File: src/rtl/wallace_multiplier_pipe.sv
// Pipelined WIDTH x WIDTH multiplier, unsigned or signed per operand set, with a Baugh-Wooley
// partial-product array reduced by a carry-save Wallace tree and a valid/ready output stage.
module wallace_multiplier_pipe #(
    parameter int WIDTH  = 8,
    parameter int STAGES = 2
) (
    input  logic               clk,
    input  logic               rst,
    input  logic [WIDTH-1:0]   in1,
    input  logic [WIDTH-1:0]   in2,
    input  logic               sgn,
    input  logic               in_valid,
    output logic               in_ready,
    output logic [2*WIDTH-1:0] out,
    output logic               out_valid,
    input  logic               out_ready
);

    localparam int PW  = 2 * WIDTH;
    localparam int NR  = WIDTH + 1;
    localparam int SEG = STAGES - 1;

    // Signed mode folds the negative weights of the sign rows into one constant row.
    localparam logic [PW-1:0] CORR = (PW'(1) << WIDTH) | (PW'(1) << (PW - 1));

    typedef logic [NR-1:0][PW-1:0] rows_t;

    function automatic int rows_after(input int levels);
        int n;
        n = NR;
        for (int k = 0; k < levels; k++) n = 2 * (n / 3) + n % 3;
        return n;
    endfunction

    function automatic int tree_depth(input int rows);
        int n;
        int d;
        n = rows;
        d = 0;
        while (n > 2) begin
            n = 2 * (n / 3) + n % 3;
            d++;
        end
        return d;
    endfunction

    localparam int NL = tree_depth(NR);

    // Register stage (2..STAGES-1) sitting after tree level lvl, or 0 when lvl is not a cut.
    function automatic int cut_stage(input int lvl);
        for (int s = 1; s < SEG; s++) begin
            if ((s * NL) / SEG == lvl) return s + 1;
        end
        return 0;
    endfunction

    function automatic rows_t pp_gen(input logic [WIDTH-1:0] a, input logic [WIDTH-1:0] b,
                                     input logic s);
        rows_t r;
        r = '0;
        for (int i = 0; i < WIDTH; i++) begin
            for (int j = 0; j < WIDTH; j++) begin
                r[i][i+j] = (a[j] & b[i]) ^ (s & ((i == WIDTH - 1) != (j == WIDTH - 1)));
            end
        end
        if (s) r[NR-1] = CORR;
        return r;
    endfunction

    // One Wallace level: each group of three rows becomes a sum row and a shifted carry row.
    // Columns where one input row is zero reduce to half adders after constant propagation.
    function automatic rows_t csa_level(input rows_t r, input int n);
        rows_t o;
        int    g;
        o = '0;
        g = n / 3;
        for (int i = 0; i < g; i++) begin
            o[2*i]   = r[3*i] ^ r[3*i+1] ^ r[3*i+2];
            o[2*i+1] = ((r[3*i] & r[3*i+1]) | (r[3*i] & r[3*i+2]) | (r[3*i+1] & r[3*i+2])) << 1;
        end
        for (int i = 0; i < n % 3; i++) o[2*g+i] = r[3*g+i];
        return o;
    endfunction

    logic              adv;
    logic              last_in;
    logic [STAGES:1]   vld;
    rows_t             node [NL+1];
    logic [PW-1:0]     prod;

    assign adv       = !(out_valid && !out_ready);
    assign in_ready  = adv;
    assign out_valid = vld[STAGES];

    if (STAGES == 1) begin : g_pp_comb
        assign node[0] = pp_gen(in1, in2, sgn);
        assign last_in = in_valid;
    end else begin : g_pp_reg
        logic [WIDTH-1:0] a_q;
        logic [WIDTH-1:0] b_q;
        logic             s_q;

        always_ff @(posedge clk) begin
            if (adv && in_valid) begin
                a_q <= in1;
                b_q <= in2;
                s_q <= sgn;
            end
        end

        assign node[0] = pp_gen(a_q, b_q, s_q);
        assign last_in = vld[STAGES-1];
    end

    for (genvar k = 1; k <= NL; k++) begin : g_lvl
        rows_t red;
        assign red = csa_level(node[k-1], rows_after(k - 1));

        if (cut_stage(k) != 0) begin : g_cut
            rows_t q;
            always_ff @(posedge clk) begin
                if (adv && vld[cut_stage(k)-1]) q <= red;
            end
            assign node[k] = q;
        end else begin : g_thru
            assign node[k] = red;
        end
    end

    assign prod = node[NL][0] + node[NL][1];

    // Valid bits march with adv; bubbles are kept so latency stays fixed at STAGES.
    always_ff @(posedge clk) begin
        if (rst) begin
            vld <= '0;
            out <= '0;
        end else if (adv) begin
            vld[1] <= in_valid;
            for (int s = 2; s <= STAGES; s++) vld[s] <= vld[s-1];
            if (last_in) out <= prod;
        end
    end

endmodule

File: config.mk
export PLATFORM = sky130hd
export DESIGN_NAME = wallace_multiplier_pipe
export DESIGN_NICKNAME = d
export VERILOG_FILES = /design/src/rtl/wallace_multiplier_pipe.sv
export SDC_FILE = /design/constraint.sdc
export NUM_CORES = 1
export LEC_CHECK = 0
export ABC_CLOCK_PERIOD_IN_PS = 6200
export BUFFER_PORTS_ARGS = -buffer_cell sky130_fd_sc_hd__buf_2
export CAP_MARGIN = 30
export CORE_MARGIN = 4
export CORE_UTILIZATION = 39
export DETAILED_ROUTE_END_ITERATION = 12
export PLACE_DENSITY = 0.55
export REMOVE_ABC_BUFFERS = 1
export SYNTH_ARGS = -nofsm -noshare
export SYNTH_HDL_FRONTEND = slang
export SYNTH_SLANG_ARGS = --single-unit
File: constraint.sdc
create_clock -name clk -period 6.2 [get_ports clk]
set_input_delay 0.62 -clock clk [delete_from_list [all_inputs] [get_ports clk]]
set_output_delay 0.62 -clock clk [all_outputs]
set_load 0.005 [all_outputs]
# Word level (Yosys, flattened, before mapping)
# Index checks and enable logic that the tools add are counted.
# totals
out_inout_bits	18
inputBits	21
word_cells	140
register_bits	35
# op_classes
n_addsub	1
n_reduce_logical	5
mux	1
n_bitwise	128
# op_table
op	count
$and 15x15->15	13
$or 15x15->15	12
$xor 16x16->16	8
$and 1x1->1	64
$and 14x15->15	2
$add 16x16->16	1
$mux 16	1
$xor 15x16->16	1
$or 15x10->15	1
$or 15x13->15	1
$xor 14x15->15	1
$xor 1x1->1	14
$and 11x13->13	1
$and 12x13->13	1
$xor 12x13->13	1
$and 11x12->12	1
$xor 11x12->12	1
$and 8x10->10	1
$and 9x10->10	1
$xor 9x10->10	1
$and 8x9->9	1
$xor 8x9->9	1
$logic_and 1x1->1	2
$logic_not 1->1	2
2 further kinds	2

# Depth between registers and ports, before layout
# Gate-level depths: netlist of run 1.
# depth
word_depth	15
mapped_depth	15

# Worst setup path after synthesis of run 1
# Ideal clock, no wire load.
# synth_timing
kind	register to register
from	register g_pp_reg.b_q[5]
to	register out[11]
slack_ns	2.180
t_arrival_ns	3.958
stages_incl_launch_ff	14
t_required_ns	6.138
cell_sequence	edfxtp_1 > and2_1 > fa_1 > inv_1 > fa_1 > fa_1 > fa_1 > inv_1 > ha_1 > a211oi_2 > o21bai_2 > a21oi_1 > or4_1 > nand3_1
# synth_via
elab_chain_cells	13
# synth_lines
item	line	source
start: declaration	100	logic [WIDTH-1:0] b_q;
start signal: assignment	106	b_q <= in2;
$and 1x1->1	63	r[i][i+j] = (a[j] & b[i]) ^ (s & ((i == WIDTH - 1) != (j == WIDTH - 1)));
$and 11x13->13	79	o[2*i+1] = ((r[3*i] & r[3*i+1]) | (r[3*i] & r[3*i+2]) | (r[3*i+1] & r[3*i+2])) << 1;
$or 15x15->15	79	
$or 15x13->15	79	
$xor 16x16->16 (2 in series)	78	o[2*i] = r[3*i] ^ r[3*i+1] ^ r[3*i+2];
$and 15x15->15	79	
$or 15x15->15 (2 in series)	79	
$and 15x15->15	79	
$or 15x15->15 (2 in series)	79	
$add 16x16->16 *	130	assign prod = node[NL][0] + node[NL][1];
end signal: assignment	140	if (last_in) out <= prod;
end: declaration	14	output logic [2*WIDTH-1:0] out,
# Mark *: on every way between the ends. The rest lies on a longest branch, timed or not.
# A chain may end at the register's enable or synchronous reset.

# Final worst setup path of run 1
# layout_timing
from	register g_pp_reg.s_q
to	register out[15]
# layout_via
elab_chain_cells	14
# layout_lines
item	line	source
start: declaration	101	logic s_q;
start signal: assignment	107	s_q <= sgn;
$xor 1x1->1	63	
$and 8x9->9 or $and 8x10->10 (tied branches)	79	
$or 15x15->15	79	
$or 15x10->15	79	
$and 15x15->15	79	
$or 15x15->15 (2 in series)	79	
$and 15x15->15	79	
$or 15x15->15 (2 in series)	79	
$and 15x15->15	79	
$or 15x15->15 (2 in series)	79	
$add 16x16->16 *	130	
# Marks and branches as above.

==> flow_metrics.env, run 1 <==
export IMPL_comb_power_share_pct=59.5
export IMPL_fin_crit_sh_pct=71.9
export IMPL_drcViolationCount=0
export IMPL_start_kind="register"
export IMPL_drv_cap=0
export IMPL_hold_buffers=0
export IMPL_synthTopCellsByCount="nand2_1 (56), inv_1 (48), fa_1 (38), ha_1 (33), and2_1 (31)"
export IMPL_seq_power_share_pct=25.5
export IMPL_vias_per_cell=5.09
export IMPL_htreeDepth=2
export IMPL_grt_antenna_before_repair=0
export IMPL_drive_gt1_share_pct=13.3
export IMPL_fillerInstances=827
export IMPL_crit_end="out[15]"
export IMPL_critical_path_required_ps=6360
export IMPL_fmax_mhz=224
export IMPL_grt_max_degree=26
export IMPL_drv_slew=0
export IMPL_dpl_hpwl_mm=5.17
export IMPL_diodes=0
export IMPL_gp_congestion=0.795
export IMPL_clock_latency_ps=290
export IMPL_grt_first_pass_wirelength_mm=10.9
export IMPL_hold_path_class="reg -> reg"
export IMPL_hold_viol=0
export IMPL_rows=33
export IMPL_synth_edf_count=17
export IMPL_globalRouteOverflowTotal=0
export IMPL_path_max_fanout=15
export IMPL_crit_path_end_kind="register"
export IMPL_area_growth_pct=11.2
export IMPL_die_y_um=99.8
export IMPL_r2r_slack_ps=1740
export IMPL_rsz0062_at_grt="false"
export IMPL_holdPathStages=2
export IMPL_p_sw_uw=515
export IMPL_pre_cts_ws_ps=1720
export IMPL_dr_pass1_iters=4
export IMPL_skew_ps=11.1
export IMPL_worst_slew_pin_slew_ps=778
export IMPL_seq_area_frac_synth_pct=26.5
export IMPL_wirelength_mm=6.47
export IMPL_cts_tree="yes"
export IMPL_powerDensity_nw_per_um2=329
export IMPL_post_cts_buffers=0
export IMPL_async_reset_ff_share_pct=0
export IMPL_ir_drop_uv=174
export IMPL_slew_headroom_pct=48.1
export IMPL_num_vias=2442
export IMPL_cts_sinks=35
export IMPL_tns_ps=0
export IMPL_ctsResizeCount=0
export IMPL_clockBufferDepth=2
export IMPL_power_leakage_nw=1.70
export IMPL_period_needed_ps=4460
export IMPL_pin_count=39
export IMPL_fp_dieArea_um2=9970
export IMPL_wire_per_inst_um=13.5
export IMPL_yosys_area_top_type="fa_1"
export IMPL_cts_inserted_buffers=5
export IMPL_yosysTopAreaCellShare_pct=23.1
export IMPL_cts_clk_slew_worst_paths_ps=80
export IMPL_core_area_um2=8220
export IMPL_ys_flop_type="dfxtp_1"
export IMPL_yosysWarnings=0
export IMPL_syn_avg_cell_area_um2=9.67
export IMPL_p_sw_share_pct=42.9
export IMPL_ff2ff_path_depth=11
export IMPL_initial_core_util_pct=40.0
export IMPL_root_buffer="clkbuf_8"
export IMPL_fin_ws_ps=1740
export IMPL_pwr_share_clk_pct=15.0
export IMPL_reg2reg_from="g_pp_reg.s_q"
export IMPL_first_global_vias=2338
export IMPL_crit_type="reg -> reg"
export IMPL_synthTopCellsByArea="fa_1 (23%), edfxtp_1 (16%), ha_1 (13%)"
export IMPL_port_buffers=38
export IMPL_ys_ff_latch=35
export IMPL_ys_types=41
export IMPL_grt_use_total_pct=13.6
export IMPL_netlist_instances=340
export IMPL_yosysMostFrequentCell="nand2_1"
export IMPL_die_w_um=99.8
export IMPL_r2r_end="out[15]"
export IMPL_setup_viol=0
export IMPL_syn_cell_area_um2=3290
export IMPL_startpoint="g_pp_reg.s_q"
export IMPL_cp_arrival_ps=4620
export IMPL_layout_nets=466
export IMPL_internal_power_uw=687
export IMPL_drt_initial_drc_count=98
export IMPL_status="completed"
export IMPL_antenna_left=0
[cell type report]
cell class / instances / area (um2) / share of cell area (%)
clock buffers: 7 / 86.3 / 2.36
clock inverters: 1 / 5.00 / 0.137
inverters: 48 / 180 / 4.93
multi-input cells: 246 / 2190 / 60.0
flip-flops and latches: 35 / 871 / 23.8
well taps: 105 / 131 / 3.59
repair buffers: 38 / 190 / 5.20
[kinds of logic after synthesis]
family / count (synthesis) / share of synthesized area (%)
muxes: 1 / 0.304
buffers and inverters: 59 / 6.85
and+or+nand+nor: 119 / 18.0
adders and majority gates: 71 / 35.7
DFF: 35 / 26.5
AOI/OAI and AO/OA: 38 / 8.22
xor gates and xnor gates: 17 / 4.53
[critical path, cell delays in order, from the launching register on]
cell      delay (ps)
edfxtp_1         830
xor2_1           230
fa_1             460
fa_1             470
fa_1             510
fa_1             540
inv_1             40
ha_1             340
a211oi_2         260
o21bai_2         150
o311ai_0         350
o211ai_1         140
[power groups by stage]
stage          Sequential (mW)  Combinational (mW)  Clock [mW]
2_1_floorplan            0.308               0.562           0
6_report                 0.307               0.714       0.181
3_5_place_dp             0.312               0.728           0
5_1_grt                  0.313               0.829       0.194
4_1_cts                  0.307               0.731       0.185
3_3_place_gp             0.312               0.719           0
[metrics by stage]
| step | hold slack (ps) | total power, mW | instances | util [%] | area, um2 |
|---|---|---|---|---|---|
| floorplan | 442 | 0.869 | 329 | - | 3240 |
| global placement | 440 | 1.03 | 472 | 43.4 | 3570 |
| detailed placement | 443 | 1.04 | 472 | 43.4 | 3570 |
| CTS | 454 | 1.22 | 480 | 44.5 | 3660 |
| global route | 478 | 1.34 | 480 | 44.5 | 3660 |
| finish | 453 | 1.20 | 480 | 44.5 | 3660 |
[worst min-delay path by stage]
stage                start      to  slack (ps)
floorplan           out[0]  out[0]         440
global placement    out[0]  out[0]         440
detailed placement  out[3]  out[3]         440
CTS                 out[3]  out[3]         450
global route        out[4]  out[4]         480
finish              out[9]  out[9]         450
[sequential cells by signal, summed over array words and instances (netlist names)]
register / count
g_pp_reg.a_q: 8
out: 16
g_pp_reg.b_q: 8
vld: 2
g_pp_reg.s_q: 1
[per-layer routing]
metal / track usage (%) / share of wire, % / wire (um) / up-vias
met5: 0 / 0 / 0 / -
met1: 17.9 / 44 / 2820 / 1212
met3: 2.15 / 3.5 / 229 / 10
li1: - / - / - / 1177
met4: 3.57 / 1.4 / 93 / 0
met2: 23.2 / 51 / 3320 / 43
[cells in the final DEF (no fill, tap or decap), types with 12 or more instances in the layout]
cell type  instances
a21oi_1           12
and2_1            31
buf_2             38
dfxtp_1           18
edfxtp_1          17
fa_1              38
ha_1              33
inv_1             48
nand2_1           56
xnor2_1           14
Note: power is estimated with default switching activity, not from simulation.
==> run 2, diff against run 1 <==
--- a/config.mk
+++ b/config.mk
@@ -5,7 +5,8 @@
 export SDC_FILE = /design/constraint.sdc
 export NUM_CORES = 1
 export LEC_CHECK = 0
-export ABC_CLOCK_PERIOD_IN_PS = 6200
+export ABC_AREA = 1
+export ABC_CLOCK_PERIOD_IN_PS = 4300
 export BUFFER_PORTS_ARGS = -buffer_cell sky130_fd_sc_hd__buf_2
 export CAP_MARGIN = 30
 export CORE_MARGIN = 4
==> constraint.sdc (replaced) <==
create_clock -name clk -period 4.3 [get_ports clk]
set_input_delay 0.43 -clock clk [delete_from_list [all_inputs] [get_ports clk]]
set_output_delay 0.43 -clock clk [all_outputs]
set_load 0.005 [all_outputs]
==> flow_metrics.env, run 2 <==
export IMPL_dpl_hpwl_mm=6.10
export IMPL_hold_viol=0
export IMPL_dp_cells=581
export IMPL_syn_cell_area_um2=3540
export IMPL_start_kind="register"
export IMPL_fin_total_pwr_mw=1.91
export IMPL_synthTopCellsByArea="fa_1 (21%), edfxtp_1 (14%), ha_1 (12%)"
export IMPL_setup_viol=0
export IMPL_fp_dieArea_um2=10700
export IMPL_root_buffer="clkbuf_8"
export IMPL_seq_area_um2=871
export IMPL_r2r_end="out[13]"
export IMPL_initial_core_util_pct=40.4
export IMPL_grt_use_total_pct=16.0
export IMPL_yosysWarnings=0
export IMPL_wirelength_mm=7.62
export IMPL_critical_path_required_ps=4490
export IMPL_fillerInstances=904
export IMPL_final_common_cell="inv_1"
export IMPL_ys_ff_latch=35
export IMPL_diodes=0
export IMPL_yosysMostFrequentCell="inv_1"
export IMPL_m1WireLength_mm=3.46
export IMPL_die_y_um=103
export IMPL_min_to="g_pp_reg.b_q[7]"
export IMPL_first_global_vias=2829
export IMPL_slew_headroom_pct=49.2
export IMPL_htreeDepth=2
export IMPL_top_layer="met4"
export IMPL_die_w_um=103
export IMPL_fin_crit_sh_pct=94.6
export IMPL_largest_register="out"
export IMPL_cts_sinks=35
export IMPL_status="completed"
export IMPL_clock_latency_ps=290
export IMPL_skew_ps=11.0
export IMPL_r2r_slack_ps=230
export IMPL_cts_clk_slew_worst_paths_ps=80
export IMPL_fin_ws_ps=234
export IMPL_worst_slew_pin_slew_ps=762
export IMPL_drt_initial_drc_count=132
export IMPL_instances_no_fill=600
export IMPL_drive_gt1_share_pct=13.8
export IMPL_powerDensity_nw_per_um2=479
export IMPL_met3_length_um=296
export IMPL_reg_top3="out: 16 flops, g_pp_reg.a_q: 8 flops, g_pp_reg.b_q: 8 flops"
export IMPL_grt_antenna_before_repair=0
export IMPL_largest_reg_flops=16
export IMPL_seq_area_frac_synth_pct=24.6
export IMPL_layout_nets=583
export IMPL_synth_edf_count=17
export IMPL_ff2ff_path_depth=16
export IMPL_cts_inserted_buffers=5
export IMPL_drv_cap=0
export IMPL_path_max_fanout=8
export IMPL_layout_common_cells="inv_1 (110), nand2_1 (108), fa_1 (38), buf_2 (38), nor2_1 (35)"
export IMPL_core_area_um2=8760
export IMPL_rows=34
export IMPL_yosysTopAreaCellShare_pct=21.5
export IMPL_port_buffers=38
export IMPL_crit_type="reg -> reg"
export IMPL_globalRouteOverflowTotal=0
export IMPL_ys_flop_type="dfxtp_1"
export IMPL_holdPathStages=1
export IMPL_pre_cts_ws_ps=176
export IMPL_pin_count=39
export IMPL_drcViolationCount=0
export IMPL_period_needed_ps=4070
export IMPL_num_vias=2746
export IMPL_vias_per_cell=4.58
export IMPL_hold_path_class="in -> reg"
export IMPL_grt_max_degree=25
export IMPL_grt_first_pass_wirelength_mm=13.2
export IMPL_antenna_left=0
export IMPL_hold_path_startpoint="in2[7]"
export IMPL_wl_met2_mm=3.76
export IMPL_fmax_mhz=246
export IMPL_cts_tree="yes"
export IMPL_ir_drop_uv=277
export IMPL_crit_path_end_kind="register"
export IMPL_clockBufferDepth=2
export IMPL_dr_pass1_iters=4
export IMPL_wire_per_inst_um=12.7
export IMPL_yosys_area_top_type="fa_1"
export IMPL_drv_slew=0
export IMPL_async_reset_ff_share_pct=0
export IMPL_syn_avg_cell_area_um2=7.83
export IMPL_reg2reg_from="g_pp_reg.b_q[5]"
export IMPL_gp_congestion=0.856
export IMPL_power_leakage_nw=2.26
export IMPL_tns_ps=0
export IMPL_multi_input_area_um2=2180
export IMPL_synthTopCellsByCount="inv_1 (110), nand2_1 (108), fa_1 (38), nor2_1 (35), ha_1 (33)"
export IMPL_hold_worst_slack_ps=314
export IMPL_cp_arrival_ps=4260
export IMPL_area_growth_pct=12.5
export IMPL_ys_types=25
export IMPL_netlist_instances=452
-- run 2: power breakdown --
part           internal, mW  total (mW)  switching [mW]
Combinational         0.500        1.25           0.752
Clock                 0.114       0.238           0.125
Sequential            0.384       0.415          0.0315
Total                 0.998        1.91           0.908
-- run 2: what timing repair did --
item / 4_1_cts / 5_1_grt
endpoints found under the setup margin: 0 / 8
setup buffers: 0 / 11
hold buffers: 0 / 0
gates resized for setup: 0 / 4
endpoints found under the hold margin: 0 / 0
-- run 2: worst max-delay path: stages (launching register included) --
cell and delay [ps]:
edfxtp_1 550, nand2_1 130, inv_1 60, fa_1 540, inv_1 60, fa_1 510
fa_1 520, fa_1 540, inv_1 40, ha_2 380, nand2_1 70, nand3_1 140
nand3_2 110, nand3_1 90, nand2_1 50, o21ai_1 130, inv_1 40
-- run 2: metrics by stage --
step                utilization (%)  area [um2]
floorplan                         -        3450
global placement               43.4        3810
detailed placement             43.4        3810
CTS                            44.4        3890
global route                   45.4        3980
finish                         45.4        3980
-- run 2: layer usage --
metal  vias up  GRT usage, %
met4         0          5.48
met1      1276          21.6
met5         -             0
met3         6          2.41
met2        56          26.4
li1       1408             -
-- run 2: area by class of cell --
class                           count  area share, %
Sequential cell                    35           21.9
Clock inverter                      1          0.126
Multi-Input combinational cell    285           54.6
Tap cell                          108           3.39
Inverter                          111           10.5
Clock buffer                        7           1.92
Timing Repair Buffer               53           7.60
-- run 2: logic make-up (layout without fill, tap and decap cells) --
group / after synthesis / after routing / synth area share (%)
buffers and inverters: 132 / 172 / 14.3
adder cells (fa/ha/maj): 71 / 71 / 33.1
AND/OR/NAND/NOR: 168 / 168 / 19.2
AO/OA/AOI/OAI: 27 / 27 / 4.06
flip-flops: 35 / 35 / 24.6
XOR/XNOR: 19 / 19 / 4.70
-- run 2: how the worst max path moves through the flow --
stage                               start      end  slack, ps  cells past startpoint
after floorplan              g_pp_reg.s_q  out[14]        390                     17
after global placement       g_pp_reg.s_q  out[11]        190                     14
after detailed placement  g_pp_reg.a_q[2]  out[14]        180                     19
after CTS                    g_pp_reg.s_q  out[14]        170                     19
after global routing      g_pp_reg.b_q[5]  out[14]         -3                     19
final                     g_pp_reg.b_q[5]  out[13]        230                     16
